--- src/rtl/lab3_scan_ctrl.sv ---
// Scan controller: classifies a stream of 5-bit words (or a sweep of all 32 codes)
// through an external combinational classifier and keeps saturating result counters.
module lab3_scan_ctrl #(
    parameter int N_WORDS = 8,
    parameter int CW      = 8
) (
    input  logic          clk,
    input  logic          rst_n,
    input  logic          start,
    input  logic          mode,
    input  logic [4:0]    din,
    input  logic          din_valid,
    output logic          din_ready,
    output logic [4:0]    cls_x,
    input  logic          cls_res,
    input  logic          cls_state,
    output logic [CW-1:0] cnt_res,
    output logic [CW-1:0] cnt_state,
    output logic [CW-1:0] cnt_none,
    output logic          busy,
    output logic          done,
    output logic          err
);

    typedef enum logic [1:0] {IDLE, RUN, DONE} state_t;

    localparam logic [7:0]    LAST_W  = 8'(N_WORDS - 1);
    localparam logic [CW-1:0] CNT_ONE = CW'(1);
    localparam logic [CW-1:0] CNT_MAX = '1;

    state_t     state, state_nxt;
    logic       mode_q;
    logic [7:0] wcnt;
    logic [4:0] idx;
    logic       take, last;

    always_comb begin
        state_nxt = state;
        busy      = 1'b0;
        done      = 1'b0;
        din_ready = 1'b0;
        cls_x     = '0;
        take      = 1'b0;
        last      = 1'b0;
        case (state)
            IDLE: if (start) state_nxt = RUN;
            RUN: begin
                busy = 1'b1;
                if (mode_q) begin
                    cls_x = idx;
                    take  = 1'b1;
                    last  = (idx == 5'd31);
                end else begin
                    din_ready = 1'b1;
                    cls_x     = din;
                    take      = din_valid;
                    last      = (wcnt == LAST_W);
                end
                if (take && last) state_nxt = DONE;
            end
            DONE: begin
                done      = 1'b1;
                state_nxt = IDLE;
            end
            default: state_nxt = IDLE;
        endcase
    end

    always_ff @(posedge clk) begin
        if (!rst_n) begin
            state     <= IDLE;
            mode_q    <= 1'b0;
            wcnt      <= '0;
            idx       <= '0;
            cnt_res   <= '0;
            cnt_state <= '0;
            cnt_none  <= '0;
            err       <= 1'b0;
        end else begin
            state <= state_nxt;
            if (state == IDLE && start) begin
                mode_q    <= mode;
                wcnt      <= '0;
                idx       <= '0;
                cnt_res   <= '0;
                cnt_state <= '0;
                cnt_none  <= '0;
                err       <= 1'b0;
            end else if (take) begin
                wcnt <= wcnt + 8'd1;
                idx  <= idx + 5'd1;
                // res wins over state; both together is a classifier fault
                if (cls_res) begin
                    if (cnt_res != CNT_MAX) cnt_res <= cnt_res + CNT_ONE;
                    if (cls_state) err <= 1'b1;
                end else if (cls_state) begin
                    if (cnt_state != CNT_MAX) cnt_state <= cnt_state + CNT_ONE;
                end else begin
                    if (cnt_none != CNT_MAX) cnt_none <= cnt_none + CNT_ONE;
                end
            end
        end
    end

endmodule

--- config.mk ---
export PLATFORM = sky130hd
export DESIGN_NAME = lab3_scan_ctrl
export DESIGN_NICKNAME = d
export VERILOG_FILES = /design/src/rtl/lab3_scan_ctrl.sv
export SDC_FILE = /design/constraint.sdc
export NUM_CORES = 1
export LEC_CHECK = 0
export ABC_AREA = 1
export BUFFER_PORTS_ARGS = -buffer_cell sky130_fd_sc_hd__buf_4
export CAP_MARGIN = 0
export CORE_UTILIZATION = 50
export DETAILED_ROUTE_END_ITERATION = 10
export PLACE_DENSITY = 0.84
export SYNTH_ARGS = -nofsm -noshare
export SYNTH_HDL_FRONTEND = slang
export SYNTH_SLANG_ARGS = --single-unit
--- constraint.sdc ---
create_clock -name clk -period 1.2 [get_ports clk]
set_input_delay 0.06 -clock clk [delete_from_list [all_inputs] [get_ports clk]]
set_output_delay 0.06 -clock clk [all_outputs]
set_load 0.02 [all_outputs]
==> results.sh <==
export IMPL_overflow=0
export IMPL_dp_cells=484
export IMPL_cts_buffers=5
export IMPL_drc=0
export IMPL_synth_edf_count=0
export IMPL_place_port_buffers=44
export IMPL_min_path_type="in -> reg"
export IMPL_critical_path_buf_inv_count=2
export IMPL_syn_cell_area_um2=2330
export IMPL_rsz0062_at_grt="true"
export IMPL_synth_top_area_cell="dfxtp_1"
export IMPL_dp_hpwl_mm=4.09
export IMPL_finalWirelength_mm=7.88
export IMPL_violations="setup timing"
export IMPL_hold_worst_slack_ps=51.1
export IMPL_min_period_over_period_pct=116
export IMPL_fp_dieArea_um2=4940
export IMPL_clockRootBuffer="clkbuf_8"
export IMPL_cts_max_level=2
export IMPL_holdPathStages=3
export IMPL_cts_buffer_depth=2
export IMPL_worstRegToRegCells=7
export IMPL_path_max_fanout=8
export IMPL_fin_crit_ps=1390
export IMPL_final_hold_viol_count=0
export IMPL_swShare_pct=29.4
export IMPL_path_class="reg -> reg"
export IMPL_cpMaxStageDelayCell="dfxtp_2"
export IMPL_clkSinkCount=41
export IMPL_nets=468
export IMPL_wl_per_cell_um=15.7
export IMPL_drv_cap=0
export IMPL_power_switching_uw=866
export IMPL_io_pins=45
export IMPL_synth_area_leaders="dfxtp_1, nand2_1, a21oi_1, inv_1, nor2_1"
export IMPL_grtUsageTotal_pct=27.0
export IMPL_ys_top_cells_by_count="nand2_1, dfxtp_1, inv_1, nor2_1, a21oi_1"
export IMPL_finalPower_uw=2940
export IMPL_leakage_uw=0.00154
export IMPL_layout_setup_ws_ps=-187
export IMPL_tightest_slew_ps=316
export IMPL_synth_seq_cells=41
export IMPL_row_count=24
export IMPL_diodes=0
export IMPL_synth_seq_area_share_pct=35.2
export IMPL_firstDrtPassIters=8
export IMPL_finClkSkew_ps=10.6
export IMPL_max_slew_margin_rel_pct=78.9
export IMPL_setup_viol=44
export IMPL_synth_flop_cell="dfxtp_1"
export IMPL_powerDensity_nw_per_um2=829
export IMPL_antenna_found_initial=0
export IMPL_cp_top_family="simple AND/OR/NAND/NOR gates"
export IMPL_pwr_share_comb_pct=19.5
export IMPL_syn_avg_cell_area_um2=6.53
export IMPL_yosysTopAreaCellShare_pct=35.2
export IMPL_grt_pass1_wl_mm=10.7
export IMPL_initial_core_util_pct=52.8
export IMPL_drt_initial_drc_count=252
export IMPL_share_seq_of_total_power_pct=47.4
export IMPL_syn_to_final_growth_pct=52.3
export IMPL_grt_max_degree=25
export IMPL_place_ws_ps=-91.7
export IMPL_syn_num_nets=375
export IMPL_clkPwrFrac_pct=33.1
export IMPL_required_ps=1410
export IMPL_clk_pin_slew_worst_paths_ps=90
export IMPL_yosys_cell_count_top_type="nand2_1"
export IMPL_num_vias=2760
export IMPL_yosys_cell_types_count=30
export IMPL_arrival_ps=1600
export IMPL_fmax_mhz=721
export IMPL_start_kind="flip-flop"
export IMPL_slowest_delay_ps=350
export IMPL_internal_power_uw=2080
export IMPL_avgViaCountPerCell=5.50
export IMPL_ys_async_sr_fraction_pct=0
export IMPL_post_synth_inst_count=357
export IMPL_ir_drop_v=0.000815
export IMPL_core_um2=4410
export IMPL_fin_util_pct=80.4
export IMPL_stdcell_count=502
export IMPL_tritoncts="built"
export IMPL_place_congestion=0.844
export IMPL_worstPathCellList="inv_2, nand2_4, nor2_8, buf_4, nand3_2, nand2_1, a21oi_2"
export IMPL_die_w_um=70.3
export IMPL_drive_gt1_share_pct=44.9
export IMPL_die_y_um=70.3
export IMPL_clock_latency_ps=310
export IMPL_status="finished with violations"
export IMPL_ant_nets=0
export IMPL_endpoint_kind="flip-flop"
export IMPL_ys_warn_count=0
export IMPL_cp_depth=7
export IMPL_slew_violations=0
export IMPL_grt_pass1_vias=2547
## power by group through the flow
stage                     sequential [uW]  combinational (uW)  clock [uW]
after floorplan                      1430                 231           0
after global placement               1420                 403           0
after detailed placement             1420                 411           0
after CTS                            1390                 483         955
after global routing                 1400                 604        1030
final                                1390                 573         974
## flip-flops by register name (all words and copies together), names as in the netlist
signal and count:
cnt_none 8, cnt_res 8, cnt_state 8, wcnt 8, idx 5, state 2, err 1, mode_q 1
## cell families (layout without fill, tap and decap cells)
group,after synthesis,in the layout,share of synthesized area (%)
adder cells (fa/ha/maj),6,6,3.22
AND/OR/NAND/NOR,201,201,38.8
buffers and inverters,50,143,8.65
XOR/XNOR,6,6,2.26
flip-flops,41,41,35.2
AO/OA/AOI/OAI,53,53,11.8
## metrics by stage
| step | setup TNS (ps) | instance area, um2 |
|---|---|---|
| 6_report | -4720 | 3550 |
| 5_1_grt | -7530 | 3550 |
| 4_1_cts | -2000 | 3330 |
| 3_5_place_dp | -701 | 3070 |
| 3_3_place_gp | -18.9 | 3070 |
| 2_1_floorplan | 0 | 2420 |
## area by class of cell
cell class              instances  area (um2)
clock buffers                   6        82.6
clock inverters                 1        7.51
fillers                       278         866
inverters                      44         175
multi-input cells             266        1600
flip-flops and latches         41         858
well taps                      52        65.1
repair buffers                 92         756
## final timing paths
kind         startpoint  slack [ps]          end
min                mode          50       mode_q
max            state[1]        -190  cnt_none[4]
max reg2reg    state[1]        -190  cnt_none[4]
min reg2reg         err         500          err
## repair_timing
action / CTS / global route
endpoints found under the hold margin: 1 / 0
hold buffers: 1 / 0
endpoints found under the setup margin: 34 / 45
resized for setup: 36 / 58
pin swaps: 10 / 25
setup buffers: 7 / 4
## worst reg2reg max path, delay by kind of cell, from the launching register on
kind | cells | cell delay [ps]
AOI/OAI and AO/OA | 1 | 70
buffers and inverters | 2 | 260
DFF | 1 | 350
and+or+nand+nor | 4 | 610
## cells in the final DEF (no fill, tap or decap), types with 7 or more instances in the layout
master	Yosys	final
buf_6	1	10
a21oi_2	0	15
nor2_4	5	8
a21oi_1	35	20
nand2_2	5	19
nor2_2	2	7
inv_2	4	8
buf_4	1	79
nand2_1	119	100
dfxtp_1	41	23
nor2_1	37	29
dfxtp_2	0	12
nand3_1	16	12
inv_1	40	34
## layer usage
| metal | vias up | share of wire, % | global-route usage (%) |
|---|---|---|---|
| li1 | 1308 | - | - |
| met1 | 1270 | 39 | 28.3 |
| met2 | 133 | 50 | 48.8 |
| met3 | 49 | 5.5 | 7.50 |
| met4 | 0 | 5.5 | 13.6 |
| met5 | - | 0 | 0 |
Note: power is estimated with default switching activity, not from simulation.
